==> config.mk <==
export PLATFORM = sky130hd
export DESIGN_NAME = instruction_fetch_stage
export DESIGN_NICKNAME = d
export VERILOG_FILES = /design/src/rtl/fetch_pkg.sv /design/src/rtl/instruction_memory_sync.sv /design/src/rtl/instruction_fetch_stage.sv
export SDC_FILE = /design/constraint.sdc
export NUM_CORES = 2
export LEC_CHECK = 0
export CAP_MARGIN = 20
export CORE_MARGIN = 2
export CORE_UTILIZATION = 25
export DETAILED_ROUTE_END_ITERATION = 10
export PLACE_DENSITY = 0.49
export SETUP_SLACK_MARGIN = 0.15
export SYNTH_ARGS = -nofsm -noshare
export SYNTH_HDL_FRONTEND = slang
export SYNTH_HIERARCHICAL = 1
export SYNTH_SLANG_ARGS = --single-unit
==> constraint.sdc <==
create_clock -name Clk -period 4 [get_ports Clk]
set_input_delay 0.6 -clock Clk [delete_from_list [all_inputs] [get_ports Clk]]
set_output_delay 0.6 -clock Clk [all_outputs]
set_load 0.05 [all_outputs]
==> src/rtl/fetch_pkg.sv <==
// Shared definitions for the instruction fetch stage: state encoding,
// the NOP word, the default memory size and the fetch address check.
package fetch_pkg;

  typedef enum logic [1:0] {
    ST_BUBBLE  = 2'd0,
    ST_ACTIVE  = 2'd1,
    ST_STALLED = 2'd2,
    ST_FAULT   = 2'd3
  } fetch_state_e;

  localparam logic [31:0] NOP               = 32'h0000_0000;
  localparam int          DEFAULT_MEM_DEPTH = 128;

  // A fetch is bad when it is not word aligned or its word index falls
  // beyond the last implemented memory word.
  function automatic logic addr_bad(input logic [31:0] pc, input logic [31:0] depth);
    logic [31:0] word_idx;
    word_idx = {2'b00, pc[31:2]};
    return (pc[1:0] != 2'b00) || (word_idx >= depth);
  endfunction

endpackage

==> src/rtl/instruction_memory_sync.sv <==
// Single-clock instruction memory: one synchronous read port with enable,
// one synchronous write port. A same-index read and write in one cycle
// returns the old word. The array itself is never cleared by reset.
module instruction_memory_sync #(
  parameter int DEPTH = 128,
  parameter int AW    = 7
) (
  input  logic          clk,
  input  logic          rst,
  input  logic          rd_en,
  input  logic [AW-1:0] rd_addr,
  output logic [31:0]   rd_data,
  input  logic          wr_en,
  input  logic [AW-1:0] wr_addr,
  input  logic [31:0]   wr_data
);

  logic [31:0] mem_q [DEPTH];
  logic [31:0] rd_data_q;
  logic [31:0] rd_data_d;

  // Next read data: load the addressed word when enabled, otherwise hold.
  always_comb begin
    rd_data_d = rd_data_q;
    if (rd_en) begin
      rd_data_d = mem_q[rd_addr];
    end else begin
      rd_data_d = rd_data_q;
    end
  end

  // Read data register; reset only clears the output, not the array.
  always_ff @(posedge clk or posedge rst) begin
    if (rst) begin
      rd_data_q <= 32'h0000_0000;
    end else begin
      rd_data_q <= rd_data_d;
    end
  end

  // Array write; writes arriving while reset is held are dropped.
  always_ff @(posedge clk) begin
    if (wr_en && !rst) begin
      mem_q[wr_addr] <= wr_data;
    end
  end

  assign rd_data = rd_data_q;

endmodule

==> src/rtl/instruction_fetch_stage.sv <==
// Instruction fetch stage: reads the word at PCResult from local memory and
// presents it with its PC and PC+4 through the IF/ID register. Handles
// stall, flush and a sticky fault on misaligned or out-of-range fetches.
module instruction_fetch_stage
  import fetch_pkg::*;
#(
  parameter int MEM_DEPTH = DEFAULT_MEM_DEPTH,
  parameter int IDX_W     = $clog2(MEM_DEPTH)
) (
  input  logic             Clk,
  input  logic             Reset,
  input  logic [31:0]      PCResult,
  input  logic             Stall,
  input  logic             Flush,
  input  logic             ProgWrEn,
  input  logic [IDX_W-1:0] ProgAddr,
  input  logic [31:0]      ProgData,
  output logic [31:0]      Instruction,
  output logic [31:0]      FetchPC,
  output logic [31:0]      PCPlus4,
  output logic             Valid,
  output logic             Fault,
  output logic [31:0]      FetchCount
);

  fetch_state_e state_q, state_d;
  logic [31:0]  fetch_pc_q, fetch_pc_d;
  logic [31:0]  pc_plus4_q, pc_plus4_d;
  logic         valid_q, valid_d;
  logic         fault_q, fault_d;
  logic [31:0]  count_q, count_d;
  // Set when the memory read register holds the live instruction; cleared
  // for bubbles so Instruction reads as NOP.
  logic         live_q, live_d;
  logic         rd_en_s;
  logic         bad_s;
  logic [31:0]  rd_data_s;

  assign bad_s = addr_bad(PCResult, 32'(MEM_DEPTH));

  instruction_memory_sync #(
    .DEPTH (MEM_DEPTH),
    .AW    (IDX_W)
  ) u_imem (
    .clk     (Clk),
    .rst     (Reset),
    .rd_en   (rd_en_s),
    .rd_addr (PCResult[IDX_W+1:2]),
    .rd_data (rd_data_s),
    .wr_en   (ProgWrEn),
    .wr_addr (ProgAddr),
    .wr_data (ProgData)
  );

  // Next-state and IF/ID update: flush beats stall, stall beats capture,
  // and a bad address turns a would-be capture into a permanent fault.
  always_comb begin
    state_d    = state_q;
    fetch_pc_d = fetch_pc_q;
    pc_plus4_d = pc_plus4_q;
    valid_d    = valid_q;
    fault_d    = fault_q;
    count_d    = count_q;
    live_d     = live_q;
    rd_en_s    = 1'b0;
    case (state_q)
      ST_BUBBLE, ST_ACTIVE, ST_STALLED: begin
        if (Flush) begin
          fetch_pc_d = PCResult;
          pc_plus4_d = PCResult + 32'd4;
          valid_d    = 1'b0;
          live_d     = 1'b0;
          state_d    = ST_ACTIVE;
        end else if (Stall) begin
          state_d    = ST_STALLED;
        end else if (bad_s) begin
          fault_d    = 1'b1;
          valid_d    = 1'b0;
          live_d     = 1'b0;
          state_d    = ST_FAULT;
        end else begin
          rd_en_s    = 1'b1;
          fetch_pc_d = PCResult;
          pc_plus4_d = PCResult + 32'd4;
          valid_d    = 1'b1;
          live_d     = 1'b1;
          count_d    = count_q + 32'd1;
          state_d    = ST_ACTIVE;
        end
      end
      ST_FAULT: begin
        state_d = ST_FAULT;
      end
      default: begin
        state_d = ST_BUBBLE;
      end
    endcase
  end

  // State and IF/ID register; reset drops any capture in progress.
  always_ff @(posedge Clk or posedge Reset) begin
    if (Reset) begin
      state_q    <= ST_BUBBLE;
      fetch_pc_q <= 32'h0000_0000;
      pc_plus4_q <= 32'h0000_0000;
      valid_q    <= 1'b0;
      fault_q    <= 1'b0;
      count_q    <= 32'h0000_0000;
      live_q     <= 1'b0;
    end else begin
      state_q    <= state_d;
      fetch_pc_q <= fetch_pc_d;
      pc_plus4_q <= pc_plus4_d;
      valid_q    <= valid_d;
      fault_q    <= fault_d;
      count_q    <= count_d;
      live_q     <= live_d;
    end
  end

  assign Instruction = live_q ? rd_data_s : NOP;
  assign FetchPC     = fetch_pc_q;
  assign PCPlus4     = pc_plus4_q;
  assign Valid       = valid_q;
  assign Fault       = fault_q;
  assign FetchCount  = count_q;

endmodule

After elaboration in Yosys (flattened, before gate mapping)

Memory sizes are Yosys's and may differ from the RTL's. A register that Yosys moved wholly into a read port is not among the register bits.
Index checks and enable logic that the tools add are counted.

Register bits after elaboration: 100
Memories: 1
Bits in writable memories: 4096
Logic and storage cells: 47

Eq/ne operators: 5
Magnitude comparators: 1
$add $sub $neg: 2
Reductions and logical operators: 10
Mux-type cells: 19
Bitwise gates (word level): 3

Memories:

| memory       | depth | width | read ports | clocked after memory_dff | wr ports | line                          | text |
|---|---|---|---|---|---|---|---|
| u_imem.mem_q | 128   | 32    | 1          | 1                        | 1        | instruction_memory_sync.sv:18 | `logic [31:0] mem_q [DEPTH];` |

Operators with widths:

| cell                                                                                  | count |
|---|---|
| 32-bit two-way mux                                                                    | 7 |
| 32-bit by 1-bit adder with 32-bit output (second input constant)                      | 1 |
| 32-bit by 3-bit adder with 32-bit output (second input constant)                      | 1 |
| 30-bit by 8-bit greater-or-equal comparator with 1-bit output (second input constant) | 1 |
| 1-bit two-way mux                                                                     | 8 |
| 4-bit AND reduction                                                                   | 2 |
| 2-bit two-way mux                                                                     | 3 |
| 2-bit == test (second input constant)                                                 | 2 |
| 2-bit case mux with 2 select lines                                                    | 1 |
| 1-bit NOT                                                                             | 3 |
| 3-bit AND reduction                                                                   | 1 |
| 3-bit OR reduction                                                                    | 1 |
| 2-bit by 1-bit == test with 1-bit output (second input constant)                      | 1 |
| 2-bit zero test                                                                       | 1 |
| 2-bit by 1-bit != test with 1-bit output (second input constant)                      | 1 |
| 2-bit != test (second input constant)                                                 | 1 |
| 2-bit AND reduction                                                                   | 1 |
| 2-bit nonzero test                                                                    | 1 |
| 1-bit logical AND                                                                     | 1 |
| 1-bit zero test                                                                       | 1 |
| 1-bit logical OR                                                                      | 1 |

Logic depth before layout (Yosys ltp)

Depth after elaboration: 6
Gate-level depth with buffers: 12
Depth with buffers taken out: 7

Cells and area by module

Netlist, hierarchy kept.

Modules (own cells, without submodules):

| module                  | times used | cells an instance | area an instance (um^2) |
|---|---|---|---|
| instruction_memory_sync | 1          | 7616              | 158452.0 |
| instruction_fetch_stage | 1          | 397               | 4803.4 |

Worst setup path after synthesis

OpenSTA, ideal clock, no wires.

Kind: input -> register
From: input port ProgAddr[2]
To: memory u_imem.mem_q[108][0] (enable)
Path buffers: 2
Path slack: 0.472 ns
Data arrival time: 3.107 ns
Stages: 5
Cell sequence: clkbuf_1 > or3b_2 > nand2b_1 > clkbuf_1 > nor2_1

RTL lines:

| element            | line                          | text |
|---|---|---|
| start: declaration | instruction_fetch_stage.sv:16 | `input logic [IDX_W-1:0] ProgAddr,` |
| end: declaration   | instruction_memory_sync.sv:18 |  |

No word-level cell before the write port.

Worst setup path in the final report

From: register live_q
To: output port Instruction[29]

Word-level cells in the longest chain between the ends: 1

Ends and longest elaborated chain:

| element                  | line                           | text |
|---|---|---|
| start: declaration       | instruction_fetch_stage.sv:34  | `logic live_q, live_d;` |
| start signal: assignment | instruction_fetch_stage.sv:117 | `live_q <= live_d;` |
| 32-bit two-way mux       | instruction_fetch_stage.sv:121 | `assign Instruction = live_q ? rd_data_s : NOP;` |
| end: declaration         | instruction_fetch_stage.sv:18  | `output logic [31:0] Instruction,` |

Every way passes these cells.

==> qor.txt <==
Status - completed
FP Rows - 296
Met1 wire length - 213 mm
P_int - 72,300 uW
Post-CTS setup buffer count - 0
VDD IR max - 387 uV
Critical register-to-register path endpoint - u_imem/rd_data[29]
Clock root buffer - clkbuf_16
PwrDens - 476 mW/mm^2
Synth Instances - 8,013
R2R setup slack - 0.90 ns
H-tree levels - 5
Total track usage - 0.152
Total Power - 93,000 uW
CP Max Fanout - 17
MaxCap Viol Count - 0
Seq pwr share - 0.523
Hold Violations, Final - 0
Pin count of the biggest net entering global routing - 119
Synth warnings - 6
Max Buffers Root-to-Sink - 4
Die area - 0.659 sq mm
Share of cells above drive strength 1 - 0.225
Core area - 0.650 sq mm
Cell Area, Synth - 0.163 sq mm
Clk pwr share - 0.423
CTS tree - built
CP Data Required Time - 3.40 ns
Top post-synthesis cells by area - edfxtp_1 75%, mux4_2 8.8%, mux2i_1 5.2%
Mean Syn Cell Area - 20.4 sq um
IO buf count - 205
Post-route cell area - 0.195 sq mm
Area grow syn2layout - 19.7%
Count of cell types in the netlist - 58
Met3 WL post-DR - 44.9 mm
Highest metal used - met5
1st-iter DRT viols - 9,252
Vias - 84,700
Synth Net Count - 8,092
Synth top area share - 0.753
Sequential element share of the synthesized area - 0.773
Initial antenna violation count - 72
Final ANT Viol Nets - 0
Setup Skew - 0.0832 ns
Switch share - 0.223
First-pass GRT wire length - 706 mm
TritonCTS sink count - 4,226
WHS Path Cells - 1
Period minus WS final - 3.71 ns
Final setup vio count - 0
CP Launch Type - register
Fin. max-slew vios - 0
DRC viols - 0
Seq cells post-synth - 4,226
Slew @ Worst Pin - 1.28 ns
Hold path endpoint - u_imem/mem_q[75][10]
Most common cell after layout, fill and taps aside - edfxtp_1
Vias in the first global route - 85,400
Initial Utilization - 0.251
Die X - 812 um
Clock Pin Slew Worst Setup and Hold Paths - 0.06 ns
Hpwl dp - 309 mm
Drt wl/cell - 29.0 um
HP Start - ProgData[10]
Global route total overflow - 0
Num CTS Buffers - 432
Vias per cell - 4.75
Worst r2r src - state_q[0]
Peak Freq - 0.270 GHz
TritonRoute pass-1 iters - 8
GPL Wtd Cong - 0.893
Static Leak - 0.0623 uW
Skew-Pair Late Insertion Delay - 1.05 ns
Kind of critical path - register to output port
Final worst-path cycle share - 0.928
Cell taking the most area after synthesis - edfxtp_1
Worst Setup End Kind - output port
Commonest non-fill, non-tap cells in the layout - 4,096 x edfxtp_1, 842 x mux2i_1, 640 x mux4_2
Sw Pwr - 20,800 uW
Worst hold path type - primary input to register
CP arrival - 3.11 ns
WL met2 - 243 mm
Post-synth EDFFs - 4,096
Placed Area - 0.182 sq mm
Final Util - 0.300
Relative slew slack - 0.150
Main synth FF type - edfxtp_1
Async set-reset flop share out of synthesis - 0.0308
Worst r2r path cells - 8
RSZ-0062 raised after global routing - no
Combinational Power Share - 0.054
Io pins - 206
Die Y - 812 um
Final nets - 8,872
Wirelength, routed - 517 mm
-- cell usage after synthesis, types with 50 or more instances --
library cell  count
edfxtp_1       4096
mux4_2          640
a21oi_1          90
nor3_1          127
dfrtp_1         130
buf_4            91
clkbuf_1        199
mux2_1           59
and2_1           92
buf_6            61
o22ai_1         224
xnor2_1          52
nand3_1         103
nor2_1          217
nand2_1         130
a22oi_1         193
mux2i_1         842
buf_2           104
a211oi_1         97
o21ai_0          84
o221ai_1         50
-- power groups by stage --
stage / clock [uW] / sequential [uW] / combinational, uW
5_1_grt: 41800 / 48600 / 5290
3_5_place_dp: 0 / 49600 / 5100
4_1_cts: 40200 / 48600 / 5110
3_3_place_gp: 0 / 49600 / 5010
6_report: 39300 / 48600 / 5060
2_1_floorplan: 0 / 49600 / 2240
-- sequential cells by signal (all words and copies together), names as in the netlist --
signal	count
Fault	1
live_q	1
FetchPC	32
u_imem/mem_q	4096
FetchCount	32
u_imem/rd_data	32
PCPlus4	30
state_q	2
-- how the worst max path moves through the flow --
stage	slack [ns]	to	cells after the start	startpoint
6_report	0.29	Instruction[29]	2	live_q
5_1_grt	0.22	Instruction[29]	2	live_q
4_1_cts	0.16	Instruction[29]	2	live_q
3_5_place_dp	-0.50	u_imem/rd_data[29]	9	PCResult[9]
3_3_place_gp	-0.43	u_imem/rd_data[13]	9	PCResult[9]
2_1_floorplan	0.47	u_imem/mem_q[108][0]	5	ProgAddr[2]
-- worst max-delay path, cell delays in order, from the launching register on --
cell and delay [ns]:
dfrtp_4 0.67, and2_1 0.47, clkdlybuf4s50_1 0.90
-- kinds of logic after synthesis --
| group | synth area share |
|---|---|
| buffers and inverters | 0.0176 |
| AO/OA/AOI/OAI | 0.0382 |
| adder cells (fa/ha/maj) | 0.000230 |
| multiplexers | 0.145 |
| flip-flops | 0.773 |
| XOR/XNOR | 0.00317 |
| AND/OR/NAND/NOR | 0.0227 |
-- per-layer routing --
metal / vias up / GRT usage
met5: - / 0
met4: 10 / 0.0440
met3: 621 / 0.0335
met2: 3382 / 0.247
met1: 45800 / 0.204
li1: 34800 / -
-- area by class of cell --
class | instances | area, sq um
Timing Repair Buffer | 817 | 9210
Inverter | 28 | 110
Fill cell | 63100 | 455000
Antenna cell | 33 | 82.6
Multi-Input combinational cell | 3288 | 35200
Clock inverter | 230 | 2240
Sequential cell | 4226 | 126000
Tap cell | 8642 | 10800
Clock buffer | 559 | 11500
-- through the flow --
stage | setup TNS [ns] | hold WS (ns) | setup WS [ns] | cells
2_1_floorplan | 0 | 0.458 | 0.472 | 8013
5_1_grt | 0 | 0.0677 | 0.219 | 17800
4_1_cts | 0 | 0.0192 | 0.163 | 17800
6_report | 0 | 0.0941 | 0.290 | 17800
3_3_place_gp | -6.37 | 0.460 | -0.426 | 17000
3_5_place_dp | -5.80 | 0.476 | -0.504 | 17000
-- what timing repair did --
action                                  in CTS  in global routing
gates resized for setup                      1                  0
endpoints found under the setup margin      19                  0
hold buffers                                 2                  1
hold endpoints to repair                    13                  1
No activity file was read; power rests on OpenSTA's default activity.
